## src/rtl/axi_lite_regfile_pkg.sv

```systemverilog
// Shared constants and types for the AXI-Lite control/status register file.
// Register indices, response codes, CTRL bit positions and access kinds.
package axi_lite_regfile_pkg;

    localparam int IDX_W = 5;

    localparam logic [IDX_W-1:0] IDX_CTRL     = 5'd0;
    localparam logic [IDX_W-1:0] IDX_STATUS   = 5'd1;
    localparam logic [IDX_W-1:0] IDX_COUNTER  = 5'd2;
    localparam logic [IDX_W-1:0] IDX_ID       = 5'd3;
    localparam logic [IDX_W-1:0] IDX_SCRATCH0 = 5'd4;

    localparam logic [1:0] RESP_OKAY   = 2'b00;
    localparam logic [1:0] RESP_SLVERR = 2'b10;

    localparam int CTRL_CNT_EN      = 0;
    localparam int CTRL_CNT_CLR     = 1;
    localparam int CTRL_IRQ_MASK_LO = 8;
    localparam int CTRL_IRQ_MASK_HI = 15;

    typedef enum logic [1:0] {
        ACC_NONE = 2'd0,
        ACC_RW   = 2'd1,
        ACC_W1C  = 2'd2,
        ACC_RO   = 2'd3
    } access_t;

endpackage

```

## src/rtl/axi_lite_regfile_addr_decode.sv

```systemverilog
// Combinational byte-address decode: word index, access kind and error flag.
// Misaligned or out-of-map addresses report ACC_NONE with err set.
module regfile_addr_decode
    import axi_lite_regfile_pkg::*;
#(
    parameter int ADDR_WIDTH  = 32,
    parameter int DATA_WIDTH  = 32,
    parameter int NUM_SCRATCH = 4
) (
    input  logic [ADDR_WIDTH-1:0] addr,
    output logic [IDX_W-1:0]      idx,
    output access_t               acc,
    output logic                  err
);

    localparam int LSB       = $clog2(DATA_WIDTH / 8);
    localparam int MAP_WORDS = int'(IDX_SCRATCH0) + NUM_SCRATCH;

    logic [ADDR_WIDTH-1:0] word;
    logic                  misaligned;
    logic                  in_range;

    assign word       = addr >> LSB;
    assign misaligned = (addr[LSB-1:0] != '0);
    assign in_range   = (word < ADDR_WIDTH'(MAP_WORDS));

    always_comb begin
        idx = word[IDX_W-1:0];
        acc = ACC_NONE;
        err = 1'b1;
        if (!misaligned && in_range) begin
            err = 1'b0;
            case (idx)
                IDX_CTRL:             acc = ACC_RW;
                IDX_STATUS:           acc = ACC_W1C;
                IDX_COUNTER, IDX_ID:  acc = ACC_RO;
                default:              acc = ACC_RW;
            endcase
        end
    end

endmodule

```

## src/rtl/axi_lite_regfile.sv

```systemverilog
// Control/status register file behind the AXI-Lite slave's local bus:
// CTRL, sticky STATUS, cycle COUNTER, constant ID and scratch words.
module axi_lite_regfile
    import axi_lite_regfile_pkg::*;
#(
    parameter int          ADDR_WIDTH  = 32,
    parameter int          DATA_WIDTH  = 32,
    parameter int          NUM_SCRATCH = 4,
    parameter logic [31:0] ID_VALUE    = 32'h5A11_0001
) (
    input  logic                    aclk,
    input  logic                    aresetn,
    input  logic [ADDR_WIDTH-1:0]   user_wr_addr,
    input  logic [DATA_WIDTH-1:0]   user_wr_data,
    input  logic [DATA_WIDTH/8-1:0] user_wr_strb,
    input  logic                    user_wr_en,
    output logic [1:0]              user_wr_resp,
    input  logic [ADDR_WIDTH-1:0]   user_rd_addr,
    input  logic                    user_rd_en,
    output logic [DATA_WIDTH-1:0]   user_rd_data,
    output logic [1:0]              user_rd_resp,
    input  logic [7:0]              hw_event,
    output logic [DATA_WIDTH-1:0]   ctrl_out,
    output logic                    irq
);

    localparam int STRB_W = DATA_WIDTH / 8;
    localparam logic [DATA_WIDTH-1:0] CLR_BIT = DATA_WIDTH'(1) << CTRL_CNT_CLR;

    logic [IDX_W-1:0]      wr_idx, rd_idx;
    access_t               wr_acc, rd_acc;
    logic                  wr_err, rd_err;
    logic                  wr_ok, cnt_clr;
    logic [DATA_WIDTH-1:0] wmask, rd_next;
    logic [7:0]            status_clr;

    logic [DATA_WIDTH-1:0] ctrl_q;
    logic [7:0]            status_q;
    logic [DATA_WIDTH-1:0] counter_q;
    logic [DATA_WIDTH-1:0] scratch_q [NUM_SCRATCH];

    regfile_addr_decode #(
        .ADDR_WIDTH (ADDR_WIDTH),
        .DATA_WIDTH (DATA_WIDTH),
        .NUM_SCRATCH(NUM_SCRATCH)
    ) u_wr_decode (
        .addr(user_wr_addr),
        .idx (wr_idx),
        .acc (wr_acc),
        .err (wr_err)
    );

    regfile_addr_decode #(
        .ADDR_WIDTH (ADDR_WIDTH),
        .DATA_WIDTH (DATA_WIDTH),
        .NUM_SCRATCH(NUM_SCRATCH)
    ) u_rd_decode (
        .addr(user_rd_addr),
        .idx (rd_idx),
        .acc (rd_acc),
        .err (rd_err)
    );

    // Writes are accepted only for RW/W1C targets; RO and decode errors are SLVERR.
    assign user_wr_resp = (!wr_err && (wr_acc == ACC_RW || wr_acc == ACC_W1C)) ? RESP_OKAY
                                                                                : RESP_SLVERR;
    assign wr_ok      = user_wr_en && (user_wr_resp == RESP_OKAY);
    assign cnt_clr    = wr_ok && (wr_idx == IDX_CTRL) && user_wr_data[CTRL_CNT_CLR] && user_wr_strb[0];
    assign status_clr = (wr_ok && wr_idx == IDX_STATUS) ? (user_wr_data[7:0] & wmask[7:0]) : '0;
    assign ctrl_out   = ctrl_q;

    always_comb begin
        wmask = '0;
        for (int unsigned i = 0; i < STRB_W; i++) begin
            wmask[8*i +: 8] = {8{user_wr_strb[i]}};
        end
    end

    always_comb begin
        rd_next = '0;
        if (!rd_err) begin
            case (rd_idx)
                IDX_CTRL:    rd_next = ctrl_q;
                IDX_STATUS:  rd_next = DATA_WIDTH'(status_q);
                IDX_COUNTER: rd_next = counter_q;
                IDX_ID:      rd_next = DATA_WIDTH'(ID_VALUE);
                default: begin
                    for (int unsigned i = 0; i < NUM_SCRATCH; i++) begin
                        if (rd_idx == IDX_W'(int'(IDX_SCRATCH0) + i)) rd_next = scratch_q[i];
                    end
                end
            endcase
        end
    end

    always_ff @(posedge aclk or negedge aresetn) begin
        if (!aresetn) begin
            ctrl_q    <= '0;
            status_q  <= '0;
            counter_q <= '0;
            irq       <= 1'b0;
            for (int unsigned i = 0; i < NUM_SCRATCH; i++) scratch_q[i] <= '0;
        end else begin
            if (wr_ok && wr_idx == IDX_CTRL)
                ctrl_q <= ((ctrl_q & ~wmask) | (user_wr_data & wmask)) & ~CLR_BIT;
            // Event set wins over a same-cycle W1C clear.
            status_q <= (status_q & ~status_clr) | hw_event;
            if (cnt_clr)
                counter_q <= '0;
            else if (ctrl_q[CTRL_CNT_EN])
                counter_q <= counter_q + 1'b1;
            irq <= |(status_q & ctrl_q[CTRL_IRQ_MASK_HI:CTRL_IRQ_MASK_LO]);
            for (int unsigned i = 0; i < NUM_SCRATCH; i++) begin
                if (wr_ok && wr_idx == IDX_W'(int'(IDX_SCRATCH0) + i))
                    scratch_q[i] <= (scratch_q[i] & ~wmask) | (user_wr_data & wmask);
            end
        end
    end

    always_ff @(posedge aclk or negedge aresetn) begin
        if (!aresetn) begin
            user_rd_data <= '0;
            user_rd_resp <= RESP_OKAY;
        end else if (user_rd_en) begin
            user_rd_data <= rd_next;
            user_rd_resp <= rd_err ? RESP_SLVERR : RESP_OKAY;
        end
    end

endmodule

```

## config.mk

```make
export PLATFORM = sky130hd
export DESIGN_NAME = axi_lite_regfile
export DESIGN_NICKNAME = d
export VERILOG_FILES = /design/src/rtl/axi_lite_regfile_pkg.sv /design/src/rtl/axi_lite_regfile_addr_decode.sv /design/src/rtl/axi_lite_regfile.sv
export SDC_FILE = /design/constraint.sdc
export NUM_CORES = 1
export LEC_CHECK = 0
export CORE_MARGIN = 2
export CORE_UTILIZATION = 54
export DETAILED_ROUTE_END_ITERATION = 16
export GPL_TIMING_DRIVEN = 0
export PLACE_DENSITY = 0.81
export SLEW_MARGIN = 0
export SYNTH_ARGS = -nofsm -noshare
export SYNTH_HDL_FRONTEND = slang
export SYNTH_HIERARCHICAL = 1
export SYNTH_SLANG_ARGS = --single-unit
```

## constraint.sdc

```tcl
create_clock -name aclk -period 2.2 [get_ports aclk]
set_input_delay 0.22 -clock aclk [delete_from_list [all_inputs] [get_ports aclk]]
set_output_delay 0.22 -clock aclk [all_outputs]
set_load 0.05 [all_outputs]
```

# Word level (Yosys, flattened, before mapping)
# Cells that the tools add are included.
[op_classes]
div = 0
add_sub_neg = 1
shifts = 0
n_mux = 13
reduce_logical = 23
multipliers = 0
n_lt_le_gt_ge = 2
n_eq_ne = 16
bitwise = 17
[ops]
columns = ["op", "count"]
rows = [
  ["$mux 32", 7],
  ["$and 32x32->32", 6],
  ["$or 32x32->32", 5],
  ["$pmux 32 s4", 1],
  ["$lt 30x4->1 const B", 2],
  ["$eq 5x3->1 const B", 8],
  ["$add 32x1->32 const B", 1],
  ["$not 32->32", 1],
  ["$and 8x8->8", 3],
  ["$eq 5x2->1 const B", 4],
  ["$logic_and 1x1->1", 12],
  ["$eq 5x1->1 const B", 2],
  ["$logic_not 5->1", 2],
  ["$mux 8", 1],
  ["$not 8->8", 1],
  ["$or 8x8->8", 1],
  ["$reduce_or 8->1", 1],
  ["$mux 2", 3],
  ["$reduce_bool 2->1", 3],
  ["$pmux 2 s2", 1],
  ["$eq 2x1->1 const B", 1],
  ["$eq 2x2->1 const B", 1],
  ["$logic_not 1->1", 2],
  ["$logic_not 2->1", 1],
  ["other kinds (2)", 2],
]
[totals]
n_memories = 0
ff_bits = 234
mem_bits_rw = 0
latch_bits = 0
rom_bits = 0

# Logic depth before layout (Yosys ltp)
[depth]
word_depth = 15
ltp_mapped = 10
mapped_depth_nobuf = 7

# By module
# The synthesis kept the hierarchy.
[modules_own_cells]
columns = ["module", "cells_each", "n_inst", "area_each_um2", "seq_area_each_um2"]
rows = [
  ["axi_lite_regfile", 821, 1, 10805.4, 5830.6],
  ["regfile_addr_decode", 21, 2, 148.9, 0.0],
]

# Worst setup path after synthesis
# No wires, ideal clock.
[synth_path]
path_type = "in2reg"
startpoint = "in user_wr_addr[14]"
endpoint = "reg (tool-made name)"
arrival_ns = 2.345
slack_ns = -0.270
required_time_ns = 2.075
path_buffers = 0
setup_ns = 0.125
cell_stages = 7
cell_sequence = "nor4_2 nand4_1 a311oi_1 xor2_1 nand4_1 nor3b_2 mux2_2"
[synth_rtl]
columns = ["item", "line_no", "source"]
rows = [
  ["start: declaration", "axi_lite_regfile.sv:13", "input logic [ADDR_WIDTH-1:0] user_wr_addr,"],
]

==> flow_summary.yaml <==
power:
  p_leak_uw: 0.00659
  p_seq_share_pct: 48.1
  comb_power_share_pct: 6.8
  p_total_uw: 8910
  vdd_drop_max_v: 0.000571
  clkPwrFrac_pct: 45.1
  p_sw_share_pct: 23.2
  power.switching_uw: 2070
  internal_power_uw: 6840
  p_per_area_mw_per_mm2: 604
global_route:
  grt_pass1_wl_microns: 50000
  grt_max_degree: 120
  track_usage_pct: 29.7
  antenna_found_initial: 1
  grt_overflow: 0
  grt_pass1_vias: 9027
placement:
  gp_congestion: 0.879
  port-buffer-count: 170
  hpwlAfterDp_microns: 21500
floorplan:
  core_area_sq_mm: 0.0202
  die_x_microns: 147
  die_h_microns: 147
  start_util_pct: 54.9
  num_io_pins: 181
  rows: 52
  dieArea_sq_mm: 0.0217
critical_path:
  critPathArrivalTime_ns: 2.62
  path_buf_inv: 3
  worstPathRequired_ns: 2.60
  path_max_fanout: 7
  cpMaxStageDelayCell: "or3b_4"
  ff2ff_setup_slack_ns: 0.04
  r2r_cells: 6
  startpoint_type: "input pin"
  critical_path_class: "input pin to flop"
  timing.rr.start: "counter_q[3]"
  path_cells: "buf_6 -> nor4_4 -> nand4_1 -> or2_1 -> or3b_4 -> nor4b_4 -> buf_6 -> buf_4 -> nand2_2 -> mux2_2"
  cp_common_cell: "buf_6"
  critPathTopFamily: "simple AND/OR/NAND/NOR gates"
  startpoint: "user_wr_addr[14]"
  cp-end-kind: "flop"
  r2r_end: "counter_q[23]"
  critPathMaxStageDelay_ns: 0.43
final_layout:
  fill_cells: 1308
  area_growth_pct: 33.2
  drive_gt1_share_pct: 37.3
  fin_nets: 1195
synthesis:
  syn_area_sq_mm: 0.0111
  synth.avg_cell_area_sq_um: 12.9
  synth_cells: 858
  synth_warnings: 6
route:
  drtIter0Drc: 817
  drt-total-wl_microns: 33000
  wl_per_cell_microns: 24.1
  viasPerCell: 6.34
  via_count: 8686
  antenna_left: 0
  drc_errors: 0
  drt_pass1_iterations: 6
cts:
  cts.path.max_buffers: 3
  cts_sinks: 233
  numCtsBuffers: 25
  clk_pin_slew_ns: 0.06
  h-tree-depth: 1
  cts_tree: "done"
  cts_root_buffer: "clkbuf_16"
  clk_latency_ns: 0.52
sta:
  finalMaxSlewViolations: 0
  fin_tns_setup_ns: -0.178
  rsz0062_at_grt: "yes"
  whs_ns: 0.249
  clock_skew_ns: 0.0118
  fin_ws_ns: -0.0264
  fin_crit_sh_pct: 101
  fin_crit_ns: 2.23
  fmax_ghz: 0.449
  slew_headroom_pct: 31.3
  finalSetupViolations: 19
  worst_pin_slew_ns: 1.03
  finalHoldViolations: 0
min_path:
  hold_start: "user_wr_strb[1]"
  hold_path.class: "input pin to flop"
  hold_depth: 3
run_status:
  status: "finished, violations left"
  violations: "setup timing"
job:
  maxCapViolCount: 0
[worst max-delay path by stage]
| stage | end | slack [ns] | cells after the start |
|---|---|---|---|
| global route | flop | -0.1 | 12 |
| CTS | flop | 0.002 | 11 |
| finish | flop | -0.03 | 10 |
| detailed placement | flop | -1.47 | 8 |
| global placement | async pin | -9.69 | 1 |
| floorplan | flop | -0.23 | 7 |
[power groups by stage]
stage               Clock [uW]  Combinational [uW]  Sequential [uW]
global route              4230                 645             4280
floorplan                    0                 189             4370
global placement             0                 567             4370
CTS                       4030                 589             4290
finish                    4020                 604             4290
detailed placement           0                 582             4360
[metal layers]
| layer | GRT usage, % | wire [microns] | vias up |
|---|---|---|---|
| met5 | 0 | 0 | - |
| met4 | 11.4 | 1340 | 0 |
| met3 | 5.40 | 2530 | 98 |
| met2 | 49.4 | 16400 | 442 |
| met1 | 39.1 | 12800 | 4454 |
| li1 | - | - | 3692 |
[cell usage in the layout (no fill, tap or decap), types with 7 or more instances in the layout]
master	n
dfrtp_1	228
clkdlybuf4s50_1	139
mux2_2	134
buf_4	34
mux2_4	32
mux2i_1	28
inv_1	27
clkbuf_1	26
mux4_2	25
clkbuf_16	25
clkbuf_2	23
nand2_1	22
nor2_1	21
o21ai_0	20
a31o_2	20
a21oi_2	20
nand4_1	18
o2bb2ai_1	14
or4_1	13
or3_1	11
o22ai_1	11
a21o_1	8
a21oi_1	8
xnor2_1	8
a222oi_1	7
o32ai_1	7
[final cells by class]
type                       instances  area (sq um)  share of cell area (%)
clock buffer                      32           682                    4.62
buffer                            55           328                    2.22
timing repair buffer             200          1940                    13.2
clock inverter                    11          91.3                   0.619
antenna                            1          2.50                  0.0170
sequential                       233          5840                    39.6
tap                              270           338                    2.29
inverter                          27           101                   0.687
multi-input combinational        540          5420                    36.8
[stage by stage]
stage | worst slack (ns) | instances | cell area [sq um] | util (%)
finish | -0.0264 | 1369 | 14700 | 73.1
global route | -0.0952 | 1368 | 14700 | 73.1
CTS | 0.00245 | 1367 | 14600 | 72.6
detailed placement | -1.47 | 1301 | 13300 | 66.0
global placement | -9.69 | 1300 | 13300 | 65.9
floorplan | -0.230 | 860 | 11200 | -
[worst min-delay path: stages]
cell,delay (ns)
clkbuf_1,0.17
nand3_4,0.17
mux2_2,0.16
[what timing repair did]
action | CTS | global route
gates cloned | 1 | 0
pin swaps | 27 | 19
endpoints found under the setup margin | 220 | 214
hold buffers | 1 | 0
setup buffers | 26 | 1
resized for setup | 114 | 76
hold endpoints to repair | 114 | 0
Note: power is estimated with default switching activity, not from simulation.
